==> src/rtl/end_screen_pkg.sv <==
// Shared types and constants for the race-end screen animation.
//   state_t  : animation FSM state encoding
//   PID_W    : width of a player index
//   PALETTE  : per-player colour mask, bit order {G,R,B}
package end_screen_pkg;

   typedef enum logic [1:0] {
      ST_IDLE  = 2'd0,
      ST_SWEEP = 2'd1,
      ST_BLINK = 2'd2,
      ST_HOLD  = 2'd3
   } state_t;

   localparam int unsigned PID_W = 3;

   // Colour mask bit positions inside a PALETTE entry
   localparam int unsigned PAL_G = 2;
   localparam int unsigned PAL_R = 1;
   localparam int unsigned PAL_B = 0;

   localparam logic [2:0] PALETTE [0:7] = '{
      3'b100,  // 0: green
      3'b010,  // 1: red
      3'b001,  // 2: blue
      3'b110,  // 3: green + red
      3'b101,  // 4: green + blue
      3'b011,  // 5: red + blue
      3'b111,  // 6: green + red + blue
      3'b010   // 7: red alone
   };

endpackage

==> src/rtl/anim_tick_gen.sv <==
// Animation tick generator: a free-running 0..TICK_DIV-1 cycle counter.
//   clk, rst_n : clock, asynchronous active-low reset
//   run        : counter active; run=0 zeroes the counter
//   advance    : counter steps only while high, otherwise it holds its value
//   tick       : one-cycle pulse on the cycle the counter wraps
module anim_tick_gen #(
   parameter int unsigned TICK_DIV = 4096
) (
   input  logic clk,
   input  logic rst_n,
   input  logic run,
   input  logic advance,
   output logic tick
);

   localparam int unsigned CW = (TICK_DIV > 2) ? $clog2(TICK_DIV) : 1;

   logic [CW-1:0] cnt_q;
   logic          at_wrap;

   assign at_wrap = (cnt_q == CW'(TICK_DIV - 1));
   assign tick    = run & advance & at_wrap;

   // Cycle counter; wraps to zero after TICK_DIV-1
   always_ff @(posedge clk or negedge rst_n) begin
      if (!rst_n) begin
         cnt_q <= '0;
      end else if (!run) begin
         cnt_q <= '0;
      end else if (advance) begin
         cnt_q <= at_wrap ? '0 : cnt_q + CW'(1);
      end
   end

endmodule

==> src/rtl/end_screen_anim.sv <==
// Animated race-end screen. Latches the first player to reach the finish and plays
// sweep-fill, blink and steady-hold phases in that player's colour on the LED strip.
//   clk, rst_n          : clock, asynchronous active-low reset
//   enable              : screen selected; when low o_* = i_* and all state holds
//   clear               : synchronous restart to IDLE (priority over everything)
//   pos_bus             : packed player positions, player k at [k*PW +: PW]
//   led_number          : index of the LED currently being rendered
//   i_*_intensity       : upstream intensities (passed through when disabled)
//   o_*_intensity       : downstream intensities (combinational)
//   winner_valid        : a winner has been latched
//   winner_id           : latched winner index
module end_screen_anim
   import end_screen_pkg::*;
#(
   parameter int unsigned MAX_POS     = 109,
   parameter int unsigned N_PLAYERS   = 4,
   parameter logic [7:0]  PEAK        = 8'd5,
   parameter int unsigned TICK_DIV    = 4096,
   parameter int unsigned BLINK_TICKS = 16,
   parameter int unsigned BLINK_COUNT = 6,
   localparam int unsigned PW         = $clog2(MAX_POS)
) (
   input  logic                    clk,
   input  logic                    rst_n,
   input  logic                    enable,
   input  logic                    clear,
   input  logic [N_PLAYERS*PW-1:0] pos_bus,
   input  logic [PW-1:0]           led_number,
   input  logic [7:0]              i_red_intensity,
   input  logic [7:0]              i_green_intensity,
   input  logic [7:0]              i_blue_intensity,
   output logic [7:0]              o_red_intensity,
   output logic [7:0]              o_green_intensity,
   output logic [7:0]              o_blue_intensity,
   output logic                    winner_valid,
   output logic [PID_W-1:0]        winner_id
);

   localparam int unsigned FW   = PW + 1;
   localparam int unsigned BC_W = $clog2(BLINK_COUNT + 1);
   localparam int unsigned BT_W = (BLINK_TICKS > 2) ? $clog2(BLINK_TICKS) : 1;

   state_t            state_q,  state_d;
   logic              valid_q,  valid_d;
   logic [PID_W-1:0]  wid_q,    wid_d;
   logic [FW-1:0]     fill_q,   fill_d;
   logic              blink_on_q, blink_on_d;
   logic [BC_W-1:0]   blink_cnt_q, blink_cnt_d;
   logic [BT_W-1:0]   half_cnt_q,  half_cnt_d;

   logic              tick;
   logic              run_c;
   logic              found_c;
   logic [PID_W-1:0]  found_idx_c;

   // Timer runs outside IDLE; clear zeroes it together with the FSM
   assign run_c = (state_q != ST_IDLE) && !clear;

   anim_tick_gen #(
      .TICK_DIV (TICK_DIV)
   ) u_tick (
      .clk     (clk),
      .rst_n   (rst_n),
      .run     (run_c),
      .advance (enable),
      .tick    (tick)
   );

   // Finisher priority encoder; scanning downwards leaves the lowest index
   always_comb begin
      found_c     = 1'b0;
      found_idx_c = '0;
      for (int k = int'(N_PLAYERS) - 1; k >= 0; k--) begin
         if (pos_bus[k*PW +: PW] == PW'(MAX_POS - 1)) begin
            found_c     = 1'b1;
            found_idx_c = PID_W'(k);
         end
      end
   end

   // State register
   always_ff @(posedge clk or negedge rst_n) begin
      if (!rst_n) begin
         state_q     <= ST_IDLE;
         valid_q     <= 1'b0;
         wid_q       <= '0;
         fill_q      <= '0;
         blink_on_q  <= 1'b0;
         blink_cnt_q <= '0;
         half_cnt_q  <= '0;
      end else begin
         state_q     <= state_d;
         valid_q     <= valid_d;
         wid_q       <= wid_d;
         fill_q      <= fill_d;
         blink_on_q  <= blink_on_d;
         blink_cnt_q <= blink_cnt_d;
         half_cnt_q  <= half_cnt_d;
      end
   end

   // Next-state logic
   always_comb begin
      state_d     = state_q;
      valid_d     = valid_q;
      wid_d       = wid_q;
      fill_d      = fill_q;
      blink_on_d  = blink_on_q;
      blink_cnt_d = blink_cnt_q;
      half_cnt_d  = half_cnt_q;

      if (clear) begin
         state_d     = ST_IDLE;
         valid_d     = 1'b0;
         wid_d       = '0;
         fill_d      = '0;
         blink_on_d  = 1'b0;
         blink_cnt_d = '0;
         half_cnt_d  = '0;
      end else if (enable) begin
         unique case (state_q)
            ST_IDLE: begin
               if (found_c) begin
                  state_d = ST_SWEEP;
                  valid_d = 1'b1;
                  wid_d   = found_idx_c;
                  fill_d  = '0;
               end
            end
            ST_SWEEP: begin
               if (tick) begin
                  if (fill_q == FW'(MAX_POS)) begin
                     state_d     = ST_BLINK;
                     blink_on_d  = 1'b0;
                     blink_cnt_d = '0;
                     half_cnt_d  = '0;
                  end else begin
                     fill_d = fill_q + FW'(1);
                  end
               end
            end
            ST_BLINK: begin
               if (tick) begin
                  if (half_cnt_q == BT_W'(BLINK_TICKS - 1)) begin
                     half_cnt_d  = '0;
                     blink_on_d  = !blink_on_q;
                     blink_cnt_d = blink_cnt_q + BC_W'(1);
                     // Last toggle enters HOLD with the strip lit
                     if (blink_cnt_q == BC_W'(BLINK_COUNT - 1)) begin
                        state_d    = ST_HOLD;
                        blink_on_d = 1'b1;
                     end
                  end else begin
                     half_cnt_d = half_cnt_q + BT_W'(1);
                  end
               end
            end
            ST_HOLD: begin
            end
            default: begin
               state_d = ST_IDLE;
            end
         endcase
      end
   end

   assign winner_valid = valid_q;
   assign winner_id    = wid_q;

   // Render: decide whether the current LED is lit, then apply the winner's palette
   logic          in_range_c;
   logic          lit_c;
   logic [2:0]    pal_c;
   logic [7:0]    red_c, green_c, blue_c;

   always_comb begin
      in_range_c = {1'b0, led_number} < FW'(MAX_POS);
      lit_c      = 1'b0;
      unique case (state_q)
         ST_SWEEP: lit_c = ({1'b0, led_number} < fill_q);
         ST_BLINK: lit_c = blink_on_q;
         ST_HOLD:  lit_c = 1'b1;
         default:  lit_c = 1'b0;
      endcase
      lit_c   = lit_c && in_range_c;
      pal_c   = PALETTE[wid_q];
      red_c   = (lit_c && pal_c[PAL_R]) ? PEAK : 8'd0;
      green_c = (lit_c && pal_c[PAL_G]) ? PEAK : 8'd0;
      blue_c  = (lit_c && pal_c[PAL_B]) ? PEAK : 8'd0;
   end

   assign o_red_intensity   = enable ? red_c   : i_red_intensity;
   assign o_green_intensity = enable ? green_c : i_green_intensity;
   assign o_blue_intensity  = enable ? blue_c  : i_blue_intensity;

endmodule

==> config.mk <==
export PLATFORM = sky130hd
export DESIGN_NAME = end_screen_anim
export DESIGN_NICKNAME = d
export VERILOG_FILES = /design/src/rtl/end_screen_pkg.sv /design/src/rtl/anim_tick_gen.sv /design/src/rtl/end_screen_anim.sv
export SDC_FILE = /design/constraint.sdc
export NUM_CORES = 1
export LEC_CHECK = 0
export ABC_AREA = 1
export ABC_CLOCK_PERIOD_IN_PS = 5000
export CAP_MARGIN = 20
export CELL_PAD_IN_SITES_DETAIL_PLACEMENT = 1
export CELL_PAD_IN_SITES_GLOBAL_PLACEMENT = 1
export CORE_ASPECT_RATIO = 0.75
export CORE_MARGIN = 10
export CORE_UTILIZATION = 34
export DETAILED_ROUTE_END_ITERATION = 12
export PLACE_DENSITY = 0.87
export SLEW_MARGIN = 30
export SYNTH_ARGS = -nofsm -noshare
export SYNTH_HDL_FRONTEND = slang
export SYNTH_SLANG_ARGS = --single-unit
==> constraint.sdc <==
create_clock -name clk -period 5 [get_ports clk]
set_input_delay 1 -clock clk [delete_from_list [all_inputs] [get_ports clk]]
set_output_delay 1 -clock clk [all_outputs]
set_load 0.05 [all_outputs]
### After elaboration in Yosys (flattened, before gate mapping)

Memories as Yosys holds them, arrays and structs flattened.
Cells that the tools add are included.

| storage, ports and cells | value |
|---|---|
| bits in read-only memories | 24 |
| register bits | 34 |
| word-level logic and storage cells | 123 |
| output and inout port bits | 28 |
| memories | 1 |
| bits of input ports | 63 |

| operators by class | value |
|---|---|
| $lt $le $gt $ge | 3 |
| eq/ne operators | 19 |
| mux-type cells | 65 |
| bitwise logic cells | 3 |
| $add $sub $neg | 4 |
| reductions and logical operators | 20 |

Memory list:

| name | depth | width | read ports | clocked after Yosys merged registers in | wr ports | RTL line | RTL |
|---|---|---|---|---|---|---|---|
| (no name shown) | 8 | 3 | 1 | 0 | 0 | end_screen_anim.sv:186 | `pal_c = PALETTE[wid_q];` |

Operators with widths:

| operator | count |
|---|---|
| 2-to-1 mux 8 bit | 8 |
| 2-to-1 mux 3 bit | 18 |
| 2-to-1 mux 12 bit | 3 |
| == test 7 bit, second input constant | 4 |
| 2-to-1 mux 4 bit | 6 |
| != test 3 bit, second input constant | 7 |
| 2-to-1 mux 2 bit | 9 |
| one-hot mux 8 bit (2 select lines) | 1 |
| 2-to-1 mux 1 bit | 15 |
| adder 12 x 1 -> 12 bit, second input constant | 1 |
| == test 12 bit, second input constant | 1 |
| AND reduction 5 bit | 2 |
| adder 8 x 1 -> 8 bit, second input constant | 1 |
| == test 8 x 7 -> 1 bit, second input constant | 1 |
| < comparator 7 x 8 -> 1 bit | 1 |
| one-hot mux 4 bit (2 select lines) | 1 |
| AND reduction 8 bit | 1 |
| nonzero test 2 bit | 4 |
| < comparator 7 bit, second input constant | 1 |
| one-hot mux 2 bit (3 select lines) | 1 |
| one-hot mux 3 bit (2 select lines) | 1 |
| AND reduction 6 bit | 1 |
| nonzero test 3 bit | 2 |
| logical AND 1 bit | 5 |
| other kinds (16) | 19 |

### Logic depth before layout (Yosys ltp)

| depth | value |
|---|---|
| depth after elaboration | 9 |
| depth in mapped cells | 11 |

### Hierarchy

Synthesis repeated with hierarchy kept, for this count alone.

| unflattened totals | value |
|---|---|
| cell total of the unflattened synthesis | 418 |
| area total of the unflattened synthesis | 2771.4 sq um |

By module, submodules not included:

| module | sequential area each (sq um) | area an instance (sq um) | cells each | times used |
|---|---|---|---|---|
| end_screen_anim | 525.5 | 2039.5 | 321 | 1 |
| anim_tick_gen | 300.3 | 732.0 | 97 | 1 |

### Worst setup path before layout

No wires, ideal clock.

| timing path | value |
|---|---|
| path type | input to output |
| start | input port enable |
| end | output port o_blue_intensity[1] |
| setup slack | 1.796 ns |
| data arrival time | 2.204 ns |
| stages | 4 |
| path through | buf_2 buf_2 buf_1 nor2_1 |

| between the ends | value |
|---|---|
| word-level cells in the longest chain between the ends | 1 |

RTL lines:

| what | RTL line | RTL |
|---|---|---|
| start: declaration | end_screen_anim.sv:25 | `input logic enable,` |
| 2-to-1 mux 8 bit | end_screen_anim.sv:194 | `assign o_blue_intensity = enable ? blue_c : i_blue_intensity;` |
| end: declaration | end_screen_anim.sv:34 | `output logic [7:0] o_blue_intensity,` |

Every way passes these cells.

### Final worst setup path

| timing path | value |
|---|---|
| start | input port led_number[3] |
| end | output port o_blue_intensity[2] |

| between the ends | value |
|---|---|
| word-level cells in the longest chain between the ends | 6 |
| elaborated cells on any way between the ends | 7 |

RTL lines:

| what | RTL line | RTL |
|---|---|---|
| start: declaration | end_screen_anim.sv:28 | `input logic [PW-1:0] led_number,` |
| < comparator 7 x 8 -> 1 bit | end_screen_anim.sv:180 | `ST_SWEEP: lit_c = ({1'b0, led_number} < fill_q);` |
| one-hot mux 1 bit (3 select lines) | end_screen_anim.sv:179 | `unique case (state_q)` |
| logical AND 1 bit (*) | end_screen_anim.sv:185 | `lit_c = lit_c && in_range_c;` |
| logical AND 1 bit (*) | end_screen_anim.sv:189 | `blue_c = (lit_c && pal_c[PAL_B]) ? PEAK : 8'd0;` |
| 2-to-1 mux 3 bit (*) | end_screen_anim.sv:189 |  |
| 2-to-1 mux 8 bit (*) | end_screen_anim.sv:194 |  |

Mark *: on every way between the ends. The rest lies on a longest branch, timed or not.

==> run summary <==
Sequential area share after synthesis = 0.308
Met3 WL = 650 microns
Mapped Area = 2680 sq um
Setup TNS = 0 ps
CTS root buffer = clkbuf_8
Hold-fix buffers, CTS = 0
Max H-tree Level = 2
Peak supply drop = 130 uV
Startpoint types = input pin
Worst rel slew slack = 0.566
Ant diodes = 0
CTS tree = built
DR WL met2 = 4140 microns
Die H = 96.9 microns
Core Rows = 27
Wirelength, routed = 8980 microns
Leak pwr = 1.80 nW
Starting Density = 0.358
Maxcap violations = 0
Core box area = 7500 sq um
Initial drt markers = 75
Worst hold-check path type = flip-flop to flip-flop
Clock Latency Late Sink = 290 ps
Clk buf depth = 2
Post-synth top area share = 0.308
Synth Instances = 384
Placer Congestion = 0.797
Total global routing overflow = 0
Crit. End Element = primary output
RSZ-0062 raised after global routing = no
Post-Syn Area per Cell = 6.99 sq um
CP Max Fanout = 3
Critical path class = input pin to primary output
Number of global-route vias before repair = 3,120
Vias after detailed routing = 2,846
Metal-1 WL = 4110 microns
Slew Viols, Final = 0
Fmax = 230 MHz
Worst slew pin tran = 648 ps
Final setup viols = 0
Vias per cell = 4.95
Largest cells by area after synthesis = dfrtp_1 (31%), nand2_1 (13%), ha_1 (7.9%)
Synth area leader = dfrtp_1
Layout cell share with drive strength beyond 1 = 0.0865
Clk slew on worst S/H paths = 70 ps
Post-synth cell types = 44
GR Util All Layers = 0.150
Drc violations = 0
Status = finished, final reports clean
Postcts setup bufs = 0
Most frequent cells in the layout = nand2_1 (95), clkdlybuf4s50_1 (89), inv_1 (56)
Post-layout min period = 4350 ps
Die width = 123 microns
Drt wl/cell = 15.6 microns
Final Cycle Share = 0.869
First-pass iteration count of the detailed router = 4
Setup Skew = 7.44 ps
# fillers = 963
Final Hold Vio Count = 0
Syn Nets = 464
I/O Buffers = 89
Antenna violations before repair = 0
Flip-flop and latch count after synthesis = 33
Nets = 554
Commonest non-fill, non-tap cell in the layout = nand2_1
Yosys warnings = 0
First-pass GRT wire length = 14,800 microns
Post-Place Cells = 568
Detail Route Antenna Nets = 0
Largest net degree at the start of global routing = 34
PwrDens = 282 nW/um^2
Die ar. = 11,900 sq um
Top Metal Used = met4
Footprint of the multi-input gates = 1560 sq um
Power Total = 1.06 mW
R2R Setup Slk = 3060 ps
CTS Buf Count = 5
Crit path arrival time = 3350 ps
Post-Layout Cell Count = 575
Post_cts resized = 0
IO Count = 91
Clock Sinks = 33
Worst endpoint required time = 4000 ps
Synth-to-layout area growth = 39.8%
DP Wirelength = 7350 microns
Sequential cell area = 826 sq um
registers in the layout, indices dropped and copies added, names as in the netlist:
register / cells
blink_cnt_q: 3
half_cnt_q: 4
u_tick.cnt_q: 12
fill_q: 8
winner_valid: 1
state_q: 2
winner_id: 2
blink_on_q: 1
layer usage:
layer / global-route usage / up-vias
li1: - / 1391
met1: 0.186 / 1359
met2: 0.243 / 89
met3: 0.0527 / 7
met4: 0.0323 / 0
met5: 0 / -
power breakdown:
group          switching [mW]  internal (mW)
clock                   0.103          0.109
combinational           0.338          0.186
sequential             0.0295          0.293
total                   0.471          0.589
stage by stage:
stage	hold WS (ps)	cell area, sq um	util	setup slack (ps)
after detailed placement	477	3670	0.489	649
after floorplan	433	2680	-	1800
after global routing	529	3750	0.500	554
after CTS	506	3750	0.500	655
final	504	3750	0.500	655
after global placement	456	3670	0.489	750
critical path, stage by stage:
cell	delay, ps
clkdlybuf4s50_1	440
ha_1	320
a21oi_1	160
o21ai_0	110
nand2_1	70
nand2_1	70
nand2_1	100
nand3_1	140
nand2_1	120
clkdlybuf4s50_1	820
synth_stat cells, drive strengths merged:
library cell and count:
xnor2 1, nand3 27, ha 17, a31oi 2, o21bai 2, nand2 100, o22ai 3, buf 8
o21ai 30, nor4 1, nor2 57, or2 4, a21oi 8, nor3 3, dfrtp 33, nand3b 6
inv 64, o211a 1, a21boi 1, and3 1, a31o 1, o211ai 2, xor2 5, nand4 6
conb 1
area by class of cell:
cell class	count	share of cell area
Inverter	64	0.0667
Tap cell	101	0.0337
Multi-Input combinational cell	279	0.415
Timing Repair Buffer	91	0.241
Clock buffer	7	0.0230
Sequential cell	33	0.220
worst paths after layout:
check,start,endpoint,cells after the start
min in group asynchronous,rst_n,fill_q[3],2
setup reg to reg,state_q[1],fill_q[0],9
setup / recovery,led_number[3],o_blue_intensity[2],10
hold reg to reg,winner_valid,winner_valid,2
max in group asynchronous,rst_n,u_tick.cnt_q[9],2
hold / removal,winner_valid,winner_valid,2
logic make-up (layout without fill, tap and decap cells):
family | count (synthesis) | count (layout) | synth area share
AO/OA/AOI/OAI | 50 | 50 | 0.110
XOR/XNOR | 6 | 6 | 0.0196
adder cells (fa/ha/maj) | 17 | 17 | 0.0793
buffers and inverters | 72 | 162 | 0.112
flip-flops | 33 | 33 | 0.308
other | 1 | 1 | 0.00140
AND/OR/NAND/NOR | 205 | 205 | 0.371
Power figures use the tool's default switching activity.
